File: src/rtl/crc_stream_sched_if.sv
// Stream request and result handshake bundle for crc_stream_sched.
// The master side feeds beats and consumes results. The slave side is the scheduler.
interface crc_stream_sched_if #(
    parameter int NUM_CH     = 4,
    parameter int DATA_BYTES = 8,
    parameter int CRC_WIDTH  = 32
);
    localparam int CHW = $clog2(NUM_CH);

    logic [NUM_CH-1:0]              in_valid;
    logic [NUM_CH-1:0]              in_last;
    logic [NUM_CH*8*DATA_BYTES-1:0] in_data;
    logic [NUM_CH-1:0]              in_ready;
    logic                           res_valid;
    logic                           res_ready;
    logic [CHW-1:0]                 res_ch;
    logic [CRC_WIDTH-1:0]           res_crc;

    modport master (
        output in_valid, in_last, in_data, res_ready,
        input  in_ready, res_valid, res_ch, res_crc
    );

    modport slave (
        input  in_valid, in_last, in_data, res_ready,
        output in_ready, res_valid, res_ch, res_crc
    );
endinterface

File: src/rtl/crc_stream_sched.sv
// Round-robin frame scheduler sharing one registered CRC engine among NUM_CH streams.
// It carries the running remainder between beats and applies reflection and xorout to the result.
module crc_stream_sched #(
    parameter int NUM_CH     = 4,
    parameter int DATA_BYTES = 8,
    parameter int CRC_WIDTH  = 32
) (
    input  logic                        clk,
    input  logic                        rst,
    crc_stream_sched_if.slave           bus,
    input  logic [NUM_CH*CRC_WIDTH-1:0] cfg_poly,
    input  logic [NUM_CH*CRC_WIDTH-1:0] cfg_init,
    input  logic [NUM_CH*CRC_WIDTH-1:0] cfg_xorout,
    input  logic [NUM_CH-1:0]           cfg_refin,
    input  logic [NUM_CH-1:0]           cfg_refout,
    output logic                        busy,
    output logic [8*DATA_BYTES-1:0]     eng_data,
    output logic [CRC_WIDTH-1:0]        eng_crc_in,
    output logic [CRC_WIDTH-1:0]        eng_poly,
    output logic                        eng_enable,
    output logic                        eng_reflect_in,
    input  logic [CRC_WIDTH-1:0]        eng_crc_out
);
    localparam int CHW = $clog2(NUM_CH);
    localparam int DW  = 8 * DATA_BYTES;
    localparam int CW  = CRC_WIDTH;

    typedef enum logic [2:0] {S_IDLE, S_ISSUE, S_WAIT, S_FINAL, S_RESULT} state_t;

    state_t         state, state_nx;
    logic [CHW-1:0] rr_ptr, gnt, pick, cand;
    logic           found;
    int             arb_idx;
    logic [CW-1:0]  acc, poly_q, xorout_q, res_crc_q;
    logic           refin_q, refout_q, last_q, res_valid_q;
    logic [CHW-1:0] res_ch_q;

    function automatic logic [CW-1:0] bitrev(input logic [CW-1:0] v);
        logic [CW-1:0] r;
        for (int i = 0; i < CW; i++) r[i] = v[CW-1-i];
        return r;
    endfunction

    // First requester strictly after the last served channel, wrapping
    always_comb begin
        found   = 1'b0;
        pick    = '0;
        arb_idx = 0;
        cand    = '0;
        for (int i = 1; i <= NUM_CH; i++) begin
            arb_idx = int'(rr_ptr) + i;
            if (arb_idx >= NUM_CH) arb_idx = arb_idx - NUM_CH;
            cand = CHW'(arb_idx);
            if (!found && bus.in_valid[cand]) begin
                found = 1'b1;
                pick  = cand;
            end
        end
    end

    always_ff @(posedge clk or posedge rst) begin
        if (rst) state <= S_IDLE;
        else     state <= state_nx;
    end

    always_comb begin
        state_nx = state;
        case (state)
            S_IDLE:   if (found) state_nx = S_ISSUE;
            S_ISSUE:  if (bus.in_valid[gnt]) state_nx = S_WAIT;
            S_WAIT:   state_nx = last_q ? S_FINAL : S_ISSUE;
            S_FINAL:  state_nx = S_RESULT;
            S_RESULT: if (bus.res_ready) state_nx = S_IDLE;
            default:  state_nx = S_IDLE;
        endcase
    end

    always_comb begin
        bus.in_ready = '0;
        eng_enable   = 1'b0;
        if (state == S_ISSUE) begin
            bus.in_ready[gnt] = 1'b1;
            eng_enable        = bus.in_valid[gnt];
        end
    end

    assign busy           = (state != S_IDLE);
    assign eng_data       = bus.in_data[int'(gnt)*DW +: DW];
    assign eng_crc_in     = acc;
    assign eng_poly       = poly_q;
    assign eng_reflect_in = refin_q;
    assign bus.res_valid  = res_valid_q;
    assign bus.res_ch     = res_ch_q;
    assign bus.res_crc    = res_crc_q;

    // Config is captured once at grant so source-side changes mid-frame are harmless
    always_ff @(posedge clk or posedge rst) begin
        if (rst) begin
            rr_ptr      <= CHW'(NUM_CH - 1);
            gnt         <= '0;
            acc         <= '0;
            poly_q      <= '0;
            xorout_q    <= '0;
            refin_q     <= 1'b0;
            refout_q    <= 1'b0;
            last_q      <= 1'b0;
            res_valid_q <= 1'b0;
            res_ch_q    <= '0;
            res_crc_q   <= '0;
        end else begin
            case (state)
                S_IDLE: if (found) begin
                    gnt      <= pick;
                    poly_q   <= cfg_poly[int'(pick)*CW +: CW];
                    xorout_q <= cfg_xorout[int'(pick)*CW +: CW];
                    refin_q  <= cfg_refin[pick];
                    refout_q <= cfg_refout[pick];
                    acc      <= cfg_init[int'(pick)*CW +: CW];
                end
                S_ISSUE: if (bus.in_valid[gnt]) last_q <= bus.in_last[gnt];
                S_WAIT:  acc <= eng_crc_out;
                S_FINAL: begin
                    res_crc_q   <= (refout_q ? bitrev(acc) : acc) ^ xorout_q;
                    res_ch_q    <= gnt;
                    res_valid_q <= 1'b1;
                end
                S_RESULT: if (bus.res_ready) begin
                    res_valid_q <= 1'b0;
                    rr_ptr      <= gnt;
                end
                default: ;
            endcase
        end
    end
endmodule

File: src/flat_wrapper.sv
// flat-port wrapper written by rule: the top's interface ports become plain ports
module crc_stream_sched_flat 
#(
    parameter int NUM_CH     = 4,
    parameter int DATA_BYTES = 8,
    parameter int CRC_WIDTH  = 32
)
  (clk, rst, cfg_poly, cfg_init, cfg_xorout, cfg_refin, cfg_refout, busy, eng_data, eng_crc_in, eng_poly, eng_enable, eng_reflect_in, eng_crc_out, bus_in_valid, bus_in_last, bus_in_data, bus_res_ready, bus_in_ready, bus_res_valid, bus_res_ch, bus_res_crc);
  crc_stream_sched_if #(.NUM_CH(NUM_CH), .DATA_BYTES(DATA_BYTES), .CRC_WIDTH(CRC_WIDTH)) bus_i ();
  input  logic clk;
  input  logic rst;
  input  logic [NUM_CH*CRC_WIDTH-1:0] cfg_poly;
  input  logic [NUM_CH*CRC_WIDTH-1:0] cfg_init;
  input  logic [NUM_CH*CRC_WIDTH-1:0] cfg_xorout;
  input  logic [NUM_CH-1:0] cfg_refin;
  input  logic [NUM_CH-1:0] cfg_refout;
  output logic busy;
  output logic [8*DATA_BYTES-1:0] eng_data;
  output logic [CRC_WIDTH-1:0] eng_crc_in;
  output logic [CRC_WIDTH-1:0] eng_poly;
  output logic eng_enable;
  output logic eng_reflect_in;
  input  logic [CRC_WIDTH-1:0] eng_crc_out;
  input wire logic [$bits(bus_i.in_valid)-1:0] bus_in_valid;
  input wire logic [$bits(bus_i.in_last)-1:0] bus_in_last;
  input wire logic [$bits(bus_i.in_data)-1:0] bus_in_data;
  input wire logic [$bits(bus_i.res_ready)-1:0] bus_res_ready;
  output wire logic [$bits(bus_i.in_ready)-1:0] bus_in_ready;
  output wire logic [$bits(bus_i.res_valid)-1:0] bus_res_valid;
  output wire logic [$bits(bus_i.res_ch)-1:0] bus_res_ch;
  output wire logic [$bits(bus_i.res_crc)-1:0] bus_res_crc;
  assign bus_i.in_valid = bus_in_valid;
  assign bus_i.in_last = bus_in_last;
  assign bus_i.in_data = bus_in_data;
  assign bus_i.res_ready = bus_res_ready;
  assign bus_in_ready = bus_i.in_ready;
  assign bus_res_valid = bus_i.res_valid;
  assign bus_res_ch = bus_i.res_ch;
  assign bus_res_crc = bus_i.res_crc;
  crc_stream_sched #(.NUM_CH(NUM_CH), .DATA_BYTES(DATA_BYTES), .CRC_WIDTH(CRC_WIDTH)) u_core (.clk(clk), .rst(rst), .bus(bus_i), .cfg_poly(cfg_poly), .cfg_init(cfg_init), .cfg_xorout(cfg_xorout), .cfg_refin(cfg_refin), .cfg_refout(cfg_refout), .busy(busy), .eng_data(eng_data), .eng_crc_in(eng_crc_in), .eng_poly(eng_poly), .eng_enable(eng_enable), .eng_reflect_in(eng_reflect_in), .eng_crc_out(eng_crc_out));
endmodule
File: config.mk
export PLATFORM = sky130hd
export DESIGN_NAME = crc_stream_sched_flat
export DESIGN_NICKNAME = d
export VERILOG_FILES = /design/src/rtl/crc_stream_sched_if.sv /design/src/rtl/crc_stream_sched.sv /design/src/flat_wrapper.sv
export SDC_FILE = /design/constraint.sdc
export NUM_CORES = 1
export LEC_CHECK = 0
export ABC_AREA = 1
export CAP_MARGIN = 40
export CELL_PAD_IN_SITES_DETAIL_PLACEMENT = 0
export CELL_PAD_IN_SITES_GLOBAL_PLACEMENT = 2
export CORE_AREA = 2 2 337 339
export DETAILED_ROUTE_END_ITERATION = 16
export DIE_AREA = 0 0 339 341
export PLACE_DENSITY = 0.63
export SLEW_MARGIN = 20
export SYNTH_ARGS = -nofsm -noshare
export SYNTH_HDL_FRONTEND = slang
export SYNTH_SLANG_ARGS = --single-unit
File: constraint.sdc
create_clock -name clk -period 12.9 [get_ports clk]
set_clock_uncertainty 0.2 [all_clocks]
set_input_delay 3.225 -clock clk [delete_from_list [all_inputs] [get_ports clk]]
set_output_delay 3.225 -clock clk [all_outputs]
set_load 0.05 [all_outputs]
==> results.py, run 1 <==
metrics = {
    "worst_setup_path": {
        "r2r_start": "u_core.rr_ptr[0]",
        "endpoint_kind": "primary output",
        "crit_fanout": 3,
        "crit_type": "in -> out",
        "cp-start-kind": "input port",
        "worstRegToRegCells": 12,
        "r2r_end": "u_core.xorout_q[2]",
        "cp_data_arrival_time_ns": 5.30,
        "rrSetupSlack_ns": 8.30,
        "worst_ep_required_time_ns": 9.47,
    },
    "clock_network": {
        "cts_resized": 0,
        "cts_max_level": 4,
        "cts-buffers-inserted": 17,
        "cts.sinks": 141,
        "post_cts.repair.setup_buffers": 0,
        "clk_latency_ns": 0.49,
        "cts_tree": "done",
        "ctsRootBufferMaster": "clkbuf_16",
        "clk_pin_slew_worst_paths_ns": 0.07,
        "clockBufferDepth": 2,
        "cts_hold_buf": 0,
    },
    "logic_synthesis": {
        "yosys.area.top_type": "dfrtp_1",
        "synth_edf_count": 0,
        "synth.most_common_cell": "nand2_1",
        "ys_top_cells_by_area": "dfrtp_1, nand2_1, nand3_1",
        "synth_xor_area_share_pct": 2.38,
        "synthMuxAreaShare_pct": 0,
        "synth_cell_types": 35,
        "synth_top_family_by_area": "simple AND/OR/NAND/NOR gates",
        "yosysWarnings": 0,
        "synthCells": 1902,
        "synth_commonest_cells": "nand2_1, nand3_1, inv_1",
        "avgSynthCellArea_um2": 6.19,
        "synth_compound_area_share_pct": 11.9,
        "synthSimpleGateAreaFrac_pct": 42.2,
        "postSynth.asyncResetShare_pct": 100,
        "synth-seq-area-share_pct": 30.0,
        "yosysTopAreaCellShare_pct": 29.5,
        "netlist_area_um2": 11800,
        "synth_fa_ha_area_share_pct": 0,
        "synthFlopType": "dfrtp_1",
        "synth_seq_cells": 141,
        "synthesis.nets": 2593,
    },
    "placed_design": {
        "hpwl_um": 74100,
        "placement.io_buffers": 860,
        "dpl.cell_count": 4158,
        "gp_congestion": 0.851,
    },
    "floorplanning": {
        "die-area_um2": 116000,
        "ios": 861,
        "die_y_um": 341,
        "die_w_um": 339,
        "rows": 123,
        "core_area_um2": 112000,
        "start_util_pct": 10.5,
    },
    "worst_hold_path": {
        "min_path_type": "reg -> reg",
        "hold_end": "u_core.eng_poly[15]",
        "worstHoldPathCells": 2,
        "worstHoldStart": "u_core.eng_poly[15]",
    },
    "cells_and_area": {
        "fin_util_pct": 20.2,
        "nNetsFinal": 3369,
        "syn_to_final_growth_pct": 91.9,
        "finalNonFillerCells": 4193,
        "drive_above_1_share_pct": 5.95,
    },
    "timing": {
        "finalHoldViolations": 0,
        "fmax_ghz": 0.115,
        "min_period_ns": 8.73,
        "drv_slew": 0,
        "slew_headroom_pct": 43.0,
        "setup-tns-final_ns": 0,
        "setup_violations": 0,
        "fin_crit_sh_pct": 67.6,
        "hold_slack_ns": 0.277,
        "rsz0062_at_grt": "false",
        "worstMarginPinSlew_ns": 0.855,
    },
    "power_and_ir_drop": {
        "p_leak_nw": 9.89,
        "ir_worst_vdd_v": 0.000270,
        "p_per_area_nw_per_um2": 315,
        "p_total_mw": 7.13,
    },
    "routing": {
        "drc": 0,
        "drt-vias-per-instance": 3.67,
        "drt_iter0_markers": 799,
        "final_antenna_net_count": 0,
        "drt_wl_total_um": 91400,
        "dr.pass1.iters": 5,
        "wl_per_cell_um": 21.8,
        "vias": 15391,
    },
    "status": {
        "status": "finished clean",
    },
    "global_routing": {
        "grt_pass1_wl_um": 126000,
        "grt_max_degree": 169,
        "grt_pass1_vias": 15952,
        "antenna_found_initial": 8,
        "track_usage_pct": 15.4,
        "overflow": 0,
    },
    "job": {
        "cap_violations": 0,
    },
}
## state kept, by name, summed over array words and instances, names as in the netlist, 2 cells and up
register	count
u_core.bus.res_crc	32
u_core.eng_crc_in	32
u_core.eng_poly	32
u_core.xorout_q	32
u_core.state	3
u_core.bus.res_ch	2
u_core.gnt	2
u_core.rr_ptr	2
## power by group
part / switching, mW / leakage [nW] / internal (mW)
clock: 0.248 / 0.292 / 0.299
combinational: 3.96 / 7.86 / 1.72
sequential: 0.212 / 1.73 / 0.686
total: 4.42 / 9.89 / 2.70
## routing by layer
layer	global-route usage [%]	vias up	wire length, µm
li1	-	7661	-
met1	17.2	7091	35300
met2	28.9	591	48200
met3	4.91	40	6940
met4	2.41	8	909
met5	0	-	54
## metrics by stage
step,cell area [µm²],worst slack (ns)
floorplan,11800,5.52
global placement,21800,4.15
detailed placement,22000,4.15
CTS,22600,4.14
global route,22600,4.04
finish,22600,4.17
## final cells by class
cell class | instances | area [µm²]
clock inverters | 13 | 150
repair buffers | 891 | 8960
fillers | 12781 | 89300
inverters | 245 | 930
clock buffers | 19 | 453
flip-flops and latches | 141 | 3530
diodes | 2 | 5.00
well taps | 1500 | 1880
multi-input cells | 1382 | 6700
## worst max-delay path by stage
| stage | from | end | cells after the start |
|---|---|---|---|
| finish | bus_in_valid[1] | eng_enable | 8 |
| global route | bus_in_valid[1] | eng_enable | 8 |
| CTS | bus_in_valid[1] | eng_enable | 8 |
| detailed placement | bus_in_valid[1] | eng_enable | 8 |
| global placement | bus_in_valid[1] | eng_enable | 8 |
| floorplan | bus_in_valid[1] | eng_enable | 6 |
## critical path: stages
cell and delay, ns:
clkdlybuf4s50_1 0.51, inv_1 0.07, o22ai_1 0.18, a21oi_1 0.06, o21ai_0 0.19, nand2_1 0.15, inv_1 0.09, clkdlybuf4s50_1 0.82
## cells in the final DEF (no fill, tap or decap), types with 4 or more instances in the layout
cell	count
inv_6	6
a22oi_1	107
or2_2	69
buf_8	4
nand2_1	649
clkdlybuf4s50_1	860
dfrtp_1	138
o21ai_1	33
nor2_1	5
nand3_1	386
inv_2	9
buf_4	22
a21oi_1	4
o21ai_0	73
clkbuf_16	17
inv_1	234
xnor2_1	32
## kinds of logic after synthesis
group,Yosys count
buffers and inverters,379
AOI/OAI and AO/OA,222
xor gates and xnor gates,32
DFF,141
and+or+nand+nor,1128
No activity file was read; power rests on OpenSTA's default activity.
==> inputs of run 2 (changes only) <==
clock period = 8.43 ns   (was 12.9 ns; I/O delays follow)
==> results.py, run 2 (synthesis results as in run 1) <==
metrics = {
    "clock_network": {
        "post_cts.repair.setup_buffers": 0,
        "cts_tree": "done",
        "ctsRootBufferMaster": "clkbuf_16",
        "cts-buffers-inserted": 17,
        "cts_hold_buf": 0,
        "clockBufferDepth": 2,
        "clk_latency_ns": 0.49,
        "clk_pin_slew_worst_paths_ns": 0.06,
        "cts_max_level": 4,
        "cts.sinks": 141,
        "cts_resized": 0,
    },
    "worst_setup_path": {
        "endpoint_kind": "primary output",
        "cp-start-kind": "input port",
        "r2r_start": "u_core.rr_ptr[0]",
        "crit_path_top_delay_cell": "clkdlybuf4s50_1",
        "cpPeakStageDelay_ns": 0.83,
        "crit_fanout": 3,
        "cp_cell_sequence": "clkdlybuf4s50_1 > inv_1 > o22ai_1 > a21oi_1 > o21ai_0 > nand2_1 > inv_1 > clkdlybuf4s50_1",
        "worstRegToRegCells": 14,
        "crit_type": "in -> out",
        "cp_data_arrival_time_ns": 4.17,
        "rrSetupSlack_ns": 4.16,
        "worst_ep_required_time_ns": 6.12,
        "r2r_end": "u_core.eng_crc_in[3]",
    },
    "global_routing": {
        "grt_max_degree": 122,
        "grt_pass1_vias": 15989,
        "antenna_found_initial": 11,
        "track_usage_pct": 15.4,
        "overflow": 0,
        "grt_pass1_wl_um": 126000,
    },
    "timing": {
        "rsz0062_at_grt": "false",
        "slew_headroom_pct": 39.8,
        "drv_slew": 0,
        "min_period_ns": 6.47,
        "finalHoldViolations": 0,
        "setup-tns-final_ns": 0,
        "setup_violations": 0,
        "worstMarginPinSlew_ns": 0.904,
        "fin_crit_sh_pct": 76.8,
        "fmax_ghz": 0.154,
    },
    "floorplanning": {
        "die_w_um": 339,
        "rows": 123,
        "core_area_um2": 112000,
        "start_util_pct": 10.5,
        "die-area_um2": 116000,
        "die_y_um": 341,
        "ios": 861,
    },
    "cells_and_area": {
        "final_common_cell": "clkdlybuf4s50_1",
        "fin_util_pct": 20.3,
        "final_cell_mix": "clkdlybuf4s50_1, nand2_1, nand3_1",
        "nNetsFinal": 3379,
        "syn_to_final_growth_pct": 93.1,
        "drive_above_1_share_pct": 6.26,
    },
    "routing": {
        "vias": 15491,
        "wl_per_cell_um": 21.7,
        "drt_iter0_markers": 718,
        "final_antenna_net_count": 0,
        "drt_wl_total_um": 91300,
        "drc": 0,
        "dr.pass1.iters": 5,
        "drt-vias-per-instance": 3.68,
    },
    "placed_design": {
        "gp_congestion": 0.832,
        "hpwl_um": 75600,
        "placement.io_buffers": 860,
    },
    "worst_hold_path": {
        "min_path_type": "reg -> reg",
        "hold_end": "u_core.bus.res_crc[28]",
        "worstHoldPathCells": 2,
        "worstHoldStart": "u_core.bus.res_crc[28]",
    },
    "power_and_ir_drop": {
        "p_per_area_nw_per_um2": 485,
        "ir_worst_vdd_v": 0.000366,
        "p_leak_nw": 9.96,
    },
    "status": {
        "status": "finished clean",
    },
    "job": {
        "cap_violations": 0,
    },
}
[run 2: how the worst max path moves through the flow]
stage          cells past startpoint       startpoint                   end
6_report                           8  bus_in_valid[1]            eng_enable
2_1_floorplan                      1              rst  u_core.bus.res_ch[0]
5_1_grt                            8  bus_in_valid[1]            eng_enable
3_5_place_dp                       8  bus_in_valid[1]            eng_enable
3_3_place_gp                       8  bus_in_valid[1]            eng_enable
4_1_cts                            8  bus_in_valid[1]            eng_enable
[run 2: cell type report]
cell class / instances / area, µm²
fill: 12787 / 89100
timing repair buffer: 901 / 9080
multi-input combinational: 1382 / 6700
sequential: 141 / 3530
tap: 1500 / 1880
inverter: 245 / 930
clock buffer: 18 / 439
clock inverter: 13 / 179
antenna: 5 / 12.5
[run 2: metrics by stage]
step	total power, mW	hold slack, ns	cell area, µm²	setup WS, ns	std cells
after floorplan	6.71	0.253	11800	2.34	1902
after CTS	11.4	0.289	22700	1.93	4200
after global routing	12.0	0.314	22700	1.83	4203
final	11.0	0.287	22700	1.96	4205
after detailed placement	10.5	0.271	22100	1.94	4169
after global placement	10.4	0.266	21900	1.93	4158
[run 2: per-layer routing]
layer | GRT usage [%] | up-vias | share of wire (%)
met1 | 17.3 | 7125 | 39
li1 | - | 7690 | -
met3 | 4.85 | 64 | 7.5
met5 | 0 | - | 0.053
met4 | 4.07 | 8 | 2.1
met2 | 28.0 | 604 | 51
[run 2: report_power, final]
group / leakage (nW) / switching (mW) / internal (mW) / total (mW)
Combinational: 7.92 / 6.10 / 2.71 / 8.81
Sequential: 1.73 / 0.316 / 1.05 / 1.37
Clock: 0.300 / 0.377 / 0.479 / 0.857
[run 2: critical path: cells and delay by family]
kind	cells	cell delay (ns)
AO/OA/AOI/OAI	3	0.40
buffers and inverters	4	1.51
AND/OR/NAND/NOR	1	0.16
==> inputs of run 3 (changes only) <==
CORE_AREA = 2 2 338 340   (was 2 2 337 339)
DIE_AREA = 0 0 340 342   (was 0 0 339 341)
PLACE_DENSITY = 0.65   (was 0.63)
clock period = 5.8 ns   (was 8.43 ns; I/O delays follow)
==> results.py, run 3 (synthesis results as in run 1) <==
metrics = {
    "floorplanning": {
        "start_util_pct": 10.4,
        "core_area_um2": 113000,
        "die_w_um": 340,
        "die_y_um": 342,
        "rows": 124,
        "ios": 861,
        "die-area_um2": 116000,
    },
    "cells_and_area": {
        "multiInputGateArea_um2": 6700,
        "nNetsFinal": 3397,
        "fillers": 12888,
        "final_common_cell": "clkdlybuf4s50_1",
        "final_cell_mix": "clkdlybuf4s50_1, nand2_1, nand3_1",
        "stdcell_area_um2": 22800,
        "syn_to_final_growth_pct": 93.9,
        "seq_area_um2": 3530,
        "drive_above_1_share_pct": 7.36,
    },
    "clock_network": {
        "post_cts.repair.setup_buffers": 0,
        "ctsRootBufferMaster": "clkbuf_16",
        "clk_latency_ns": 0.49,
        "cts_resized": 0,
        "cts_hold_buf": 0,
        "cts_tree": "done",
        "cts.sinks": 141,
        "clockBufferDepth": 2,
        "cts_max_level": 4,
        "cts-buffers-inserted": 17,
        "clk_pin_slew_worst_paths_ns": 0.07,
    },
    "worst_setup_path": {
        "crit_fanout": 31,
        "cp_data_arrival_time_ns": 3.25,
        "worst_ep_required_time_ns": 4.15,
        "cpPeakStageDelay_ns": 0.83,
        "r2r_end": "u_core.refout_q",
        "crit_type": "reg -> out",
        "cp_cell_sequence": "inv_1 > nand2_1 > inv_2 > buf_4 > a22oi_1 > nand2_1 > clkdlybuf4s50_1",
        "endpoint_kind": "primary output",
        "r2r_start": "u_core.rr_ptr[0]",
        "cp-start-kind": "flop",
        "cp_common_cell": "nand2_1",
        "crit_path_top_delay_cell": "clkdlybuf4s50_1",
        "rrSetupSlack_ns": 2.48,
        "crit_family": "buffers and inverters",
        "worstRegToRegCells": 14,
        "path_buf_inv": 4,
    },
    "global_routing": {
        "track_usage_pct": 15.4,
        "grt_max_degree": 105,
        "grt_pass1_wl_um": 125000,
        "antenna_found_initial": 19,
        "grt_pass1_vias": 15977,
        "overflow": 0,
    },
    "timing": {
        "finalHoldViolations": 0,
        "min_period_ns": 4.90,
        "fmax_ghz": 0.204,
        "fin_crit_sh_pct": 84.4,
        "setup-tns-final_ns": 0,
        "drv_slew": 0,
        "slew_headroom_pct": 46.4,
        "worstMarginPinSlew_ns": 0.804,
        "rsz0062_at_grt": "false",
        "setup_violations": 0,
    },
    "placed_design": {
        "postPlaceCellArea_um2": 22200,
        "hpwl_um": 77200,
        "placement.io_buffers": 860,
        "gp_congestion": 0.801,
    },
    "worst_hold_path": {
        "worstHoldStart": "u_core.eng_poly[10]",
        "worstHoldPathCells": 2,
        "hold_end": "u_core.eng_poly[10]",
        "min_path_type": "reg -> reg",
    },
    "routing": {
        "drc": 0,
        "vias": 15663,
        "wl_per_cell_um": 21.9,
        "dr.pass1.iters": 4,
        "drt-vias-per-instance": 3.70,
        "drt_wl_total_um": 92700,
        "drt_iter0_markers": 749,
        "final_antenna_net_count": 0,
    },
    "job": {
        "cap_violations": 0,
    },
    "power_and_ir_drop": {
        "p_per_area_nw_per_um2": 708,
        "p_total_mw": 16.2,
        "ir_worst_vdd_v": 0.000851,
        "p_leak_nw": 10.0,
    },
    "status": {
        "status": "finished clean",
    },
}
==> run 3: changes by cell type in the layout (fill, tap and decap cells not counted), sizes merged <==
cell           delta
buf              +30
clkdlybuf4s50    -13
bufinv            -1
clkdlybuf4s15     +1
clkinvlp          +1
diode             +1
==> run 3: layout make-up <==
class	count	share of cell area, %
clock inverters	13	0.668
diodes	6	0.0657
repair buffers	919	40.2
multi-input cells	1382	29.3
flip-flops and latches	141	15.5
well taps	1512	8.28
clock buffers	18	1.92
inverters	245	4.07
==> run 3: power breakdown <==
| group | switching (mW) | leakage [nW] | internal [mW] | total [mW] |
|---|---|---|---|---|
| sequential | 0.500 | 1.73 | 1.53 | 2.03 |
| clock | 0.561 | 0.286 | 0.652 | 1.21 |
| combinational | 8.93 | 8.03 | 4.00 | 12.9 |
==> run 3: worst max path at each step <==
stage,to,startpoint,cells past startpoint,slack (ns)
floorplan,u_core.bus.res_ch[0],rst,1,0.37
global placement,eng_data[55],bus_in_data[55],4,0.93
detailed placement,eng_data[55],bus_in_data[55],4,0.94
CTS,eng_data[39],u_core.gnt[0],7,0.72
global route,eng_data[39],u_core.gnt[0],7,0.62
finish,eng_data[38],u_core.gnt[1],7,0.90
==> run 3: worst min-delay path, stage by stage, from the launching register on <==
cell	delay [ns]
dfrtp_1	0.34
nand2_1	0.05
nand2_1	0.06
==> run 3: routing by layer <==
| metal | global-route usage, % | share of wire, % | vias up |
|---|---|---|---|
| li1 | - | - | 7716 |
| met1 | 17.2 | 40 | 7287 |
| met2 | 27.7 | 51 | 570 |
| met3 | 5.00 | 7.5 | 76 |
| met4 | 4.70 | 2.3 | 14 |
| met5 | 0 | 0.098 | - |
==> run 3: through the flow <==
step	utilization (%)	cells	setup WS, ns	hold slack [ns]
4_1_cts	20.2	4230	0.722	0.289
6_report	20.2	4236	0.904	0.283
5_1_grt	20.2	4235	0.623	0.309
2_1_floorplan	-	1902	0.372	0.253
3_3_place_gp	19.5	4188	0.925	0.265
3_5_place_dp	19.7	4199	0.941	0.269
